File: config.mk
export PLATFORM = sky130hd
export DESIGN_NAME = obj_motion_ctrl
export DESIGN_NICKNAME = d
export VERILOG_FILES = /design/src/rtl/obj_motion_ctrl.sv
export SDC_FILE = /design/constraint.sdc
export NUM_CORES = 1
export LEC_CHECK = 0
export ABC_AREA = 1
export BUFFER_PORTS_ARGS = -buffer_cell sky130_fd_sc_hd__buf_2
export CELL_PAD_IN_SITES_DETAIL_PLACEMENT = 0
export CELL_PAD_IN_SITES_GLOBAL_PLACEMENT = 2
export CORE_MARGIN = 2
export CORE_UTILIZATION = 26
export DETAILED_ROUTE_END_ITERATION = 10
export GPL_ROUTABILITY_DRIVEN = 0
export GPL_TIMING_DRIVEN = 0
export HOLD_SLACK_MARGIN = 0.1
export PLACE_DENSITY_LB_ADDON = 0.1
export RECOVER_POWER = 25
export SETUP_SLACK_MARGIN = 0.02
export SYNTH_ARGS = -nofsm -noshare
export SYNTH_HDL_FRONTEND = slang
export SYNTH_SLANG_ARGS = --single-unit
File: constraint.sdc
create_clock -name clk_vga -period 2.9 [get_ports clk_vga]
set_input_delay 0 -clock clk_vga [delete_from_list [all_inputs] [get_ports clk_vga]]
set_output_delay 0 -clock clk_vga [all_outputs]
set_load 0.005 [all_outputs]
File: src/rtl/obj_motion_ctrl.sv
// obj_motion_ctrl: owns the two falling objects shown by vga_display.
// On each frame tick (falling edge of y_valid while game_en = 1) every object advances its
// WAIT -> FALL -> HIT/WAIT life cycle. An object in FALL is tested for overlap with the player box,
// and objects respawn at LFSR-random x positions.
// Optional feature: define OBJ_SCORE_EN to add an 8-bit saturating hit counter on port 'score'.

module obj_motion_ctrl #(
  parameter int unsigned SCREEN_W   = 640,
  parameter int unsigned SCREEN_H   = 480,
  parameter int unsigned OBJ_W      = 40,
  parameter int unsigned OBJ_H      = 40,
  parameter int unsigned PL_W       = 80,
  parameter int unsigned PL_H       = 60,
  parameter int unsigned STEP       = 2,
  parameter int unsigned RESPAWN_FR = 30,
  parameter int unsigned HIT_FR     = 10
) (
  input  logic        clk_vga,
  input  logic        rst,
  input  logic        game_en,
  input  logic        y_valid,
  input  logic [11:0] x_begin,
  output logic [11:0] obj1_x_begin,
  output logic [11:0] obj1_y_begin,
  output logic [11:0] obj2_x_begin,
  output logic [11:0] obj2_y_begin,
  output logic        end_show1,
  output logic        end_show2,
  output logic [1:0]  hit_pulse,
  output logic [1:0]  miss_pulse
`ifdef OBJ_SCORE_EN
  ,
  output logic [7:0]  score
`endif
);

  typedef enum logic [1:0] {StWait, StFall, StHit} obj_st_e;

  // All geometry is evaluated in 13 bits so x_begin + PL_W cannot wrap.
  localparam logic [12:0] ScrH      = 13'(SCREEN_H);
  localparam logic [12:0] ObjW      = 13'(OBJ_W);
  localparam logic [12:0] ObjH      = 13'(OBJ_H);
  localparam logic [12:0] PlW       = 13'(PL_W);
  localparam logic [12:0] HitTop    = 13'(SCREEN_H - PL_H);
  localparam logic [12:0] XSpan     = 13'(SCREEN_W - OBJ_W);
  localparam logic [12:0] Step13    = 13'(STEP);
  localparam logic [5:0]  RespawnLd = 6'(RESPAWN_FR - 1);
  localparam logic [5:0]  HitLd     = 6'(HIT_FR - 1);
  localparam logic [5:0]  Obj2Init  = 6'(RESPAWN_FR / 2 - 1);

  logic        y_valid_q;
  logic        tick;
  logic [15:0] lfsr_q, lfsr_d;
  obj_st_e     st_q[2], st_d[2];
  logic [5:0]  cnt_q[2], cnt_d[2];
  logic [11:0] x_q[2], x_d[2], y_q[2], y_d[2];
  logic [1:0]  hit_q, hit_d, miss_q, miss_d;
  logic [9:0]  spawn_r[2];
  logic [12:0] spawn_x[2];
  logic        hit_c[2], miss_c[2];
  logic [12:0] xb;

  // Frame tick and free-running LFSR (keeps running while the game is frozen).
  always_comb begin
    tick   = y_valid_q & ~y_valid & game_en;
    lfsr_d = {lfsr_q[14:0], lfsr_q[15] ^ lfsr_q[13] ^ lfsr_q[12] ^ lfsr_q[10]};
    xb     = {1'b0, x_begin};
  end

  // Per-object spawn position and collision/miss conditions on the displayed position.
  always_comb begin
    spawn_r[0] = lfsr_q[9:0];
    spawn_r[1] = lfsr_q[15:6];
    for (int i = 0; i < 2; i++) begin
      spawn_x[i] = {3'b000, spawn_r[i]};
      if (spawn_x[i] >= XSpan) spawn_x[i] = spawn_x[i] - XSpan;
      hit_c[i]  = ({1'b0, x_q[i]} < xb + PlW) && ({1'b0, x_q[i]} + ObjW > xb) &&
                  ({1'b0, y_q[i]} + ObjH > HitTop);
      miss_c[i] = ({1'b0, y_q[i]} + Step13 + ObjH > ScrH);
    end
  end

  // Next-state logic of both object FSMs; nothing moves except on a tick.
  always_comb begin
    hit_d  = 2'b00;
    miss_d = 2'b00;
    for (int i = 0; i < 2; i++) begin
      st_d[i]  = st_q[i];
      cnt_d[i] = cnt_q[i];
      x_d[i]   = x_q[i];
      y_d[i]   = y_q[i];
      if (tick) begin
        case (st_q[i])
          StWait: begin
            if (cnt_q[i] == 6'd0) begin
              st_d[i] = StFall;
              x_d[i]  = spawn_x[i][11:0];
              y_d[i]  = 12'd0;
            end else begin
              cnt_d[i] = cnt_q[i] - 6'd1;
            end
          end
          StFall: begin
            // Hit wins over miss when both hold on the same tick.
            if (hit_c[i]) begin
              st_d[i]  = StHit;
              cnt_d[i] = HitLd;
              hit_d[i] = 1'b1;
            end else if (miss_c[i]) begin
              st_d[i]   = StWait;
              cnt_d[i]  = RespawnLd;
              miss_d[i] = 1'b1;
            end else begin
              y_d[i] = y_q[i] + 12'(STEP);
            end
          end
          StHit: begin
            if (cnt_q[i] == 6'd0) begin
              st_d[i]  = StWait;
              cnt_d[i] = RespawnLd;
            end else begin
              cnt_d[i] = cnt_q[i] - 6'd1;
            end
          end
          default: st_d[i] = StWait;
        endcase
      end
    end
  end

  // State registers with synchronous reset.
  always_ff @(posedge clk_vga) begin
    if (rst) begin
      y_valid_q <= 1'b0;
      lfsr_q    <= 16'hACE1;
      hit_q     <= 2'b00;
      miss_q    <= 2'b00;
      for (int i = 0; i < 2; i++) begin
        st_q[i] <= StWait;
        x_q[i]  <= 12'd0;
        y_q[i]  <= 12'd0;
      end
      cnt_q[0] <= RespawnLd;
      cnt_q[1] <= Obj2Init;
    end else begin
      y_valid_q <= y_valid;
      lfsr_q    <= lfsr_d;
      hit_q     <= hit_d;
      miss_q    <= miss_d;
      for (int i = 0; i < 2; i++) begin
        st_q[i]  <= st_d[i];
        cnt_q[i] <= cnt_d[i];
        x_q[i]   <= x_d[i];
        y_q[i]   <= y_d[i];
      end
    end
  end

`ifdef OBJ_SCORE_EN
  logic [7:0] score_q, score_d;
  logic [8:0] score_sum;

  // Saturating add of this tick's hits; a double hit adds 2.
  always_comb begin
    score_sum = {1'b0, score_q} + 9'(hit_d[0]) + 9'(hit_d[1]);
    score_d   = score_sum[8] ? 8'hFF : score_sum[7:0];
  end

  // Score register.
  always_ff @(posedge clk_vga) begin
    if (rst) score_q <= 8'd0;
    else     score_q <= score_d;
  end

  assign score = score_q;
`endif

  assign obj1_x_begin = x_q[0];
  assign obj1_y_begin = y_q[0];
  assign obj2_x_begin = x_q[1];
  assign obj2_y_begin = y_q[1];
  assign end_show1    = (st_q[0] != StFall);
  assign end_show2    = (st_q[1] != StFall);
  assign hit_pulse    = hit_q;
  assign miss_pulse   = miss_q;

endmodule

==> out/results.tsv, run 1 <==
metric	value	unit
finalHoldViolations	0	
area_growth	23.0	%
layout_setup_ws	200	ps
synth.avg_cell_area	6.51	sq um
synth_area_leaders	dfxtp_1 (26%), ha_1 (13%), nand2_1 (13%)	
hold-path-endpoint	x_q[0][6]	
grt_pass1_wl	30000	microns
cts.sinks	81	
std_cell_rows	56	
root_buffer	clkbuf_16	
hp-class	primary input to flop	
power	2.55	mW
maxSlewHeadroom	0.432	
grt_setup_unrepaired	yes	
muxShareOfSynthArea	0	
ys_types	44	
synthCells	945	
yosysMostFrequentCell	nand2_1	
drtIter0Drc	216	
synth_top_area_cell	dfxtp_1	
cts-htree-levels	3	
grt_pass1_vias	5781	
netlist_area	6150	sq um
die_h	158	microns
initial_utilization	0.264	
fp.coreArea	23300	sq um
synth_enable_flop_cells	0	
synth-async-reset-ratio	0	
crit_arrival	2940	ps
clockBufferDepth	2	
fin_area	7570	sq um
final.setup_skew	9.05	ps
vdd_ir_drop_max	0.255	mV
slew_viol_final	0	
synth_flop_cell	dfxtp_1	
r2r_cells	20	
cts_tree	done	
drive_above_1_share	0.165	
final_util	0.324	
finalSetupViolations	0	
reg2reg_to	y_q[0][19]	
n_fill_cell	2688	
dp_slack	-20.9	ps
placed_cells	1331	
routed-via-count	6035	
antenna_found_initial	0	
max_freq	370	MHz
status	finished clean	
ys_ff_latch	81	
synthSimpleGateAreaFrac	0.323	
dr.pass1.iters	4	
end_kind	flop	
cp_max_fo	5	
vias_per_cell	4.42	
p_leak	3.67	nW
yosysSeqAreaShare	0.263	
die_area	24900	sq um
min_period	2700	ps
yosys_warnings	0	
grt_use_total	0.155	
synthXorXnorAreaFrac	0.0484	
clock_latency	350	ps
grt_max_degree	14	
min-delay-start	rst	
cts_buffers	9	
reg2reg_setup_slack	200	ps
place.detailed.hpwl	15100	microns
dpl_cell_area	6890	sq um
wl_per_cell	13.9	microns
maxCapViolations	0	
worst_pin_slew	852	ps
synth_commonest_cells	nand2_1 (206), nor2_1 (138), inv_1 (127), dfxtp_1 (81), ha_1 (65)	
synth_fa_ha_area_frac	0.132	
finalNonFillerCells	1365	
drt_wl_total	19000	microns
r2r-start	x_q[0][15]	
critPathRequiredTime	3140	ps
layout_worst_path_cycle_share	0.931	
synth_compound_area_frac	0.131	
finish.net_count	1122	
ios	70	
worstSetupPathType	flop to flop	
startpoint_type	flop	
die_x	158	microns
grt_overflow_total	0	
drc	0	
port_buffers	66	
hold_depth	4	
ant_nets	0	
n_antenna_cell	0	
netlist.area_leader.share	0.263	
clkTransAtPathRegs	60	ps
synth_top_family_by_area	simple AND/OR/NAND/NOR gates	
power_density	336	nW/um^2
[flip-flops by register name (all words and copies together) (netlist names)]
name / cells
x_q: 22
y_valid_q: 1
cnt_q: 12
miss_pulse: 2
y_q: 22
lfsr_q: 16
hit_pulse: 2
st_q: 4
[critical path, cell delays in order (launching register included)]
cell      delay [ps]
dfxtp_4          360
ha_4             160
or2_4            260
nand2_4           70
nor2_4            40
nand2_2           50
xor2_1           140
inv_1             80
ha_4             270
nand3_2           60
inv_2             60
nand4_1           80
nor2_1           140
a21boi_2          90
nand4_4          110
nand3_4          160
buf_12           170
nand2_8           80
nand3_1           80
nand2_1           90
nor2_1            40
[metrics by stage]
stage | setup TNS, ps | hold WS, ps
floorplan | 0 | 125
global placement | -341 | 255
detailed placement | -131 | 256
CTS | 0 | 194
global route | 0 | 222
finish | 0 | 173
[worst max-delay path by stage]
stage | from | endpoint | slack (ps) | cells after the start
after global placement | x_q[0][16] | y_q[0][21] | -30 | 20
after floorplan | x_q[0][15] | y_q[0][15] | 340 | 19
after detailed placement | x_q[0][16] | y_q[0][20] | -20 | 19
final | x_q[0][15] | y_q[0][19] | 200 | 20
after global routing | x_q[0][5] | y_q[0][2] | 5 | 16
after CTS | x_q[0][3] | cnt_q[0][2] | 30 | 18
[where the power goes]
part	switching, mW	leakage, nW	internal [mW]	total [mW]
clock	0.476	0.135	0.691	1.17
sequential	0.0178	0.665	1.13	1.15
combinational	0.152	2.87	0.0806	0.233
total	0.645	3.67	1.90	2.55
[cell type report]
class,instances,area (sq um),area share
Buffer,20,114,0.0150
Clock buffer,12,246,0.0326
Clock inverter,4,52.6,0.00694
Inverter,137,517,0.0683
Multi-Input combinational cell,709,4120,0.544
Sequential cell,81,1650,0.218
Tap cell,319,399,0.0527
Timing Repair Buffer,83,478,0.0631
[what timing repair did]
| action | in CTS | in global routing |
|---|---|---|
| buffers inserted | 2 | 12 |
| hold endpoints to repair | 1 | 0 |
| hold buffers | 1 | 0 |
| endpoints found under the setup margin | 18 | 39 |
| resized for setup | 4 | 60 |
| gates cloned | 0 | 3 |
| pin swaps | 3 | 17 |
[per-layer routing]
layer	up-vias	wire (microns)	global-route usage
li1	3237	-	-
met1	2715	9270	0.201
met2	72	8940	0.268
met3	11	630	0.0214
met4	0	195	0.0403
met5	-	0	0
[cells by family after synthesis]
kind of cell | Yosys count
AO/OA/AOI/OAI | 147
XOR/XNOR | 34
adder cells (fa/ha/maj) | 65
buffers and inverters | 157
flip-flops | 81
other | 1
AND/OR/NAND/NOR | 460
[cell usage in the layout (no fill, tap or decap), types with 9 or more instances in the layout]
cell type and count:
a21oi_1 58, buf_2 63, buf_4 17, clkbuf_1 20, clkbuf_16 10, dfxtp_1 70, ha_1 62, inv_1 126
nand2_1 202, nand3_1 52, nand3_2 9, nand4_1 16, nor2_1 133, nor3_1 14, o21ai_0 49, o21ai_1 10
xor2_1 28
No activity file was read; power rests on OpenSTA's default activity.
==> run 2, diff against run 1 <==
- ABC_AREA: 1 -> not set
==> out/results.tsv, run 2 <==
metric	value	unit	change
hp-class	primary input to flop		unchanged
fp.coreArea	21900	sq um	was 23300 sq um
cts_buffers	9		unchanged
netlist_area	5830	sq um	was 6150 sq um
grt_overflow_total	0		unchanged
power_density	328	nW/um^2	was 336 nW/um^2
max_freq	315	MHz	was 370 MHz
cts_tree	done		unchanged
reg2reg_setup_slack	-270	ps	was 200 ps
cts.sinks	81		unchanged
final.setup_skew	10.2	ps	was 9.05 ps
root_buffer	clkbuf_16		unchanged
layout_worst_path_cycle_share	1.09		was 0.931
ios	70		unchanged
synthCells	712		was 945
dr.pass1.iters	7		was 4
clkTransAtPathRegs	60	ps	about the same
clock_latency	350	ps	about the same
min_period	3170	ps	was 2700 ps
vias_per_cell	5.08		was 4.42
grt_setup_unrepaired	yes		unchanged
slew_viol_final	0		unchanged
initial_utilization	0.266		was 0.264
ant_nets	0		unchanged
synth_flop_cell	dfxtp_1		unchanged
routed-via-count	5660		was 6035
finalSetupViolations	20		was 0
grt_use_total	0.164		was 0.155
violations	setup timing		
n_antenna_cell	0		unchanged
synth.avg_cell_area	8.19	sq um	was 6.51 sq um
maxCapViolations	0		unchanged
area_growth	30.0	%	was 23.0%
die_x	154	microns	was 158 microns
ys_ff_latch	81		unchanged
grt_max_degree	16		was 14
crit_arrival	3400	ps	was 2940 ps
drtIter0Drc	231		was 216
yosysMostFrequentCell	dfxtp_1		was nand2_1
layout.cells.most_common	dfxtp_1		was nand2_1
synth_top_area_cell	dfxtp_1		unchanged
startpoint_type	flop		unchanged
place.detailed.hpwl	14600	microns	was 15100 microns
grt_pass1_wl	31000	microns	was 30000 microns
drt_wl_total	19600	microns	was 19000 microns
finalHoldViolations	0		unchanged
antenna_found_initial	0		unchanged
placed_cells	1060		was 1331
synth-async-reset-ratio	0		unchanged
critPathRequiredTime	3130	ps	was 3140 ps
largest_registers	x_q: 22 flops, y_q: 22 flops, lfsr_q: 16 flops		unchanged
drc	0		unchanged
maxSlewHeadroom	0.294		was 0.432
finish.net_count	910		was 1122
clockBufferDepth	2		unchanged
worst_pin_slew	1050	ps	was 852 ps
yosysSeqAreaShare	0.278		was 0.263
die_area	23600	sq um	was 24900 sq um
final.setup.tns	-3320	ps	was 0 ps
dpl_cell_area	6560	sq um	was 6890 sq um
layout_setup_ws	-271	ps	was 200 ps
final_cell_mix	dfxtp_1 (65), buf_2 (63), ha_1 (60)		was nand2_1 (202), nor2_1 (133), inv_1 (126)
grt_pass1_vias	5506		was 5781
synth_enable_flop_cells	0		unchanged
die_h	154	microns	was 158 microns
status	finished, violations left		was finished clean
synth_commonest_cells	dfxtp_1 (81), ha_1 (65), a21oi_1 (50), nand2_1 (50), nor2_1 (48)		was nand2_1 (206), nor2_1 (138), inv_1 (127), dfxtp_1 (81), ha_1 (65)
ys_types	73		was 44
end_kind	flop		unchanged
port_buffers	67		was 66
cts-htree-levels	3		unchanged
drive_above_1_share	0.261		was 0.165
fin_area	7580	sq um	was 7570 sq um
synth_area_leaders	dfxtp_1 (28%), ha_1 (14%), a21oi_1 (4.3%)		was dfxtp_1 (26%), ha_1 (13%), nand2_1 (13%)
finalNonFillerCells	1114		was 1365
std_cell_rows	54		was 56
p_leak	3.17	nW	was 3.67 nW
worstSetupPathType	flop to flop		unchanged
netlist.area_leader.share	0.278		was 0.263
yosys_warnings	0		unchanged
cp_max_fo	4		was 5
wl_per_cell	17.6	microns	was 13.9 microns
vdd_ir_drop_max	0.234	mV	was 0.255 mV
==> run 2: cell types whose count changed in the layout (fill, tap and decap cells not counted), moves of 12 or more <==
| cell | previous run | this run |
|---|---|---|
| nand2_1 | 202 | 47 |
| nor2_1 | 133 | 48 |
| inv_1 | 126 | 42 |
| o21ai_0 | 49 | 22 |
| nand3_1 | 52 | 26 |
| nor2b_1 | 0 | 20 |
| a21o_1 | 0 | 19 |
| xnor2_1 | 6 | 25 |
| xor2_1 | 28 | 11 |
| buf_4 | 17 | 33 |
| a21oi_1 | 58 | 46 |
==> run 2: logic make-up after synthesis <==
logic type	Yosys count	synth area share
xor+xnor	39	0.0586
mux	2	0.00343
other cells	1	0.000643
flops	81	0.278
buf+inv	76	0.0564
compound gates	201	0.238
simple gates	247	0.225
fa+ha+maj	65	0.140
==> run 2: metrics by stage <==
stage | util | setup slack [ps] | power [mW] | hold WS, ps
6_report | 0.346 | -271 | 2.48 | 154
5_1_grt | 0.346 | -360 | 2.59 | 198
4_1_cts | 0.336 | -230 | 2.52 | 147
3_5_place_dp | 0.300 | -627 | 1.40 | 269
3_3_place_gp | 0.300 | -619 | 1.40 | 264
2_1_floorplan | - | 23.6 | 1.32 | 128
==> run 2: final cells by class <==
class / instances / area, sq um
clock inverter: 7 / 52.6
buffer: 33 / 196
inverter: 42 / 158
multi-input combinational: 556 / 4250
timing repair buffer: 106 / 674
clock buffer: 9 / 225
sequential: 81 / 1670
tap: 280 / 350
fill: 2339 / 14300
==> run 2: path summary, 6_finish.rpt <==
kind	endpoint	cells past startpoint	startpoint
max	y_q[0][15]	12	x_q[0][16]
min	hit_pulse[0]	4	rst
max reg2reg	y_q[0][15]	12	x_q[0][16]
min reg2reg	x_q[0][0]	2	x_q[0][0]
==> run 2: worst max-delay path, cell delays in order, from the launching register on <==
cell and delay (ps):
dfxtp_4 360, a21o_4 240, buf_6 120, xor2_2 140
ha_1 290, nand4_1 110, or4_4 580, nand2_2 90
o211ai_1 210, a31oi_4 310, o211ai_4 130, and2_4 230
a211o_1 250
==> run 2: power breakdown <==
part / total (mW) / internal, mW / leakage (nW) / switching, mW
combinational: 0.235 / 0.0946 / 2.37 / 0.140
clock: 1.10 / 0.587 / 0.133 / 0.515
sequential: 1.15 / 1.12 / 0.670 / 0.0241
total: 2.48 / 1.80 / 3.17 / 0.679
==> run 2: what timing repair did <==
action                                 CTS  global route
cloned                                   3             0
setup buffers                           26            10
hold buffers                             1             0
setup endpoints to repair               35            36
gates resized for setup                 84            42
pin swaps                               41            23
endpoints found under the hold margin    1             0
==> run 2: layer usage <==
layer | vias to the layer above | GRT usage | routed length, microns | share of wire
li1 | 2832 | - | - | -
met1 | 2726 | 0.228 | 9760 | 0.50
met2 | 81 | 0.265 | 9000 | 0.46
met3 | 21 | 0.0293 | 559 | 0.029
met4 | 0 | 0.0384 | 271 | 0.014
met5 | - | 0 | 0 | 0
==> run 3, diff against run 2 <==
- clock period: 2.9 -> 2.6 ns (I/O delays scaled with it)
==> out/results.tsv, run 3 (same netlist as run 2, synthesis figures left out) <==
metric	value	unit	change
status	finished, violations left		unchanged
violations	setup timing		unchanged
grt_overflow_total	0		unchanged
cts-htree-levels	3		unchanged
maxSlewHeadroom	0.276		was 0.294
cts_buffers	9		unchanged
clkTransAtPathRegs	60	ps	about the same
reg2reg_to	y_q[0][15]		unchanged
sw_frac_of_total	0.264		was 0.274
grt_pass1_wl	31000	microns	about the same
grt_max_degree	16		unchanged
place.detailed.hpwl	14600	microns	about the same
final_util	0.354		was 0.346
critPathRequiredTime	2830	ps	was 3130 ps
hold-path-endpoint	y_q[0][13]		was hit_pulse[0]
root_buffer	clkbuf_16		unchanged
end_kind	flop		unchanged
finish.net_count	914		was 910
worst_pin_slew	1080	ps	was 1050 ps
max_freq	333	MHz	was 315 MHz
final_cell_mix	buf_2 (68), dfxtp_1 (65), ha_1 (59)		was dfxtp_1 (65), buf_2 (63), ha_1 (60)
maxCapViolations	0		unchanged
placed_cells	1060		unchanged
p_switching	0.760	mW	was 0.679 mW
grt_pass1_vias	5632		was 5506
r2r-start	x_q[0][19]		was x_q[0][16]
std_cell_rows	54		unchanged
area_growth	33.1	%	was 30.0%
grt_use_total	0.164		about the same
hold_ws	152	ps	was 154 ps
startpoint_type	flop		unchanged
initial_utilization	0.266		unchanged
wl_per_cell	17.3	microns	was 17.6 microns
cts_tree	done		unchanged
drtIter0Drc	201		was 231
port_buffers	67		unchanged
cp_max_fo	4		unchanged
fp.coreArea	21900	sq um	unchanged
clock_latency	350	ps	about the same
drc	0		unchanged
finalHoldViolations	0		unchanged
cts.sinks	81		unchanged
p_int	2.12	mW	was 1.80 mW
r2r_cells	12		unchanged
grt_setup_unrepaired	yes		unchanged
slew_viol_final	0		unchanged
p_comb_frac	0.095		about the same
p_leak	3.27	nW	was 3.17 nW
vias_per_cell	5.11		was 5.08
routed-via-count	5718		was 5660
power	2.88	mW	was 2.48 mW
crit_arrival	3230	ps	was 3400 ps
die_x	154	microns	unchanged
drt_wl_total	19400	microns	was 19600 microns
final.setup_skew	10.7	ps	was 10.2 ps
finalNonFillerCells	1118		was 1114
ant_nets	0		unchanged
antenna_found_initial	0		unchanged
hold_depth	4		unchanged
dp_slack	-829	ps	was -627 ps
worstSetupPathType	flop to flop		unchanged
min-delay-start	rst		unchanged
drive_above_1_share	0.286		was 0.261
vdd_ir_drop_max	0.253	mV	was 0.234 mV
layout_setup_ws	-399	ps	was -271 ps
dr.pass1.iters	4		was 7
power_density	371	nW/um^2	was 328 nW/um^2
clockBufferDepth	2		unchanged
die_h	154	microns	unchanged
pwr-share-clk	0.461		was 0.444
fin_area	7760	sq um	was 7580 sq um
die_area	23600	sq um	unchanged
layout_worst_path_cycle_share	1.15		was 1.09
dpl_cell_area	6610	sq um	was 6560 sq um
n_antenna_cell	0		unchanged
layout.cells.most_common	buf_2		was dfxtp_1
hp-class	primary input to flop		unchanged
finalSetupViolations	35		was 20
p_seq_frac	0.444		was 0.461
ios	70		unchanged
min_period	3000	ps	was 3170 ps
reg2reg_setup_slack	-400	ps	was -270 ps
final.setup.tns	-9140	ps	was -3320 ps
largest_registers	x_q: 22 flops, y_q: 22 flops, lfsr_q: 16 flops		unchanged
==> run 3: cell count changes in the layout (fill, tap and decap cells not counted), sizes merged <==
cell	previous run	this run
buf	111	120
clkbuf	36	31
clkinv	2	4
clkinvlp	2	0
bufinv	0	1
inv	45	44
==> run 3: power groups by stage <==
stage	Clock, mW	Sequential [mW]	Combinational [mW]
detailed placement	0	1.31	0.247
finish	1.33	1.28	0.273
CTS	1.38	1.28	0.262
floorplan	0	1.30	0.165
global route	1.43	1.28	0.305
global placement	0	1.31	0.245
==> run 3: area by class of cell <==
type / instances / area, sq um
Tap cell: 280 / 350
Clock inverter: 7 / 78.8
Clock buffer: 9 / 225
Sequential cell: 81 / 1670
Fill cell: 2362 / 14100
Multi-Input combinational cell: 556 / 4340
Timing Repair Buffer: 111 / 746
Inverter: 42 / 158
Buffer: 32 / 188
==> run 3: layer usage <==
metal  share of wire  routed length [microns]  global-route usage
met1            0.49                     9570               0.227
met2            0.46                     8960               0.264
met3           0.031                      601              0.0271
met4           0.013                      261              0.0450
met5               0                        0                   0
==> run 3: critical path: stages (launching register included) <==
cell and delay [ps]:
dfxtp_4 350, and3_4 210, o21ai_4 70, o21a_1 210, ha_4 280, nand3_2 80, or4_4 520, o21ai_2 70
o211ai_1 200, a31oi_4 290, o211ai_4 140, and2_4 210, a211o_1 250
==> run 3: how the worst max path moves through the flow <==
stage,from,end
after detailed placement,x_begin[4],cnt_q[0][11]
after global placement,x_begin[4],cnt_q[0][11]
after global routing,x_q[0][19],y_q[0][14]
final,x_q[0][19],y_q[0][15]
after floorplan,x_q[0][18],y_q[0][15]
after CTS,x_q[0][16],y_q[0][17]
==> run 3: repair_timing <==
item | 4_1_cts | 5_1_grt
endpoints found under the hold margin | 1 | 0
setup buffers | 33 | 9
gates cloned | 2 | 0
hold buffers | 1 | 0
endpoints found under the setup margin | 47 | 58
pin swaps | 43 | 35
resized for setup | 70 | 57
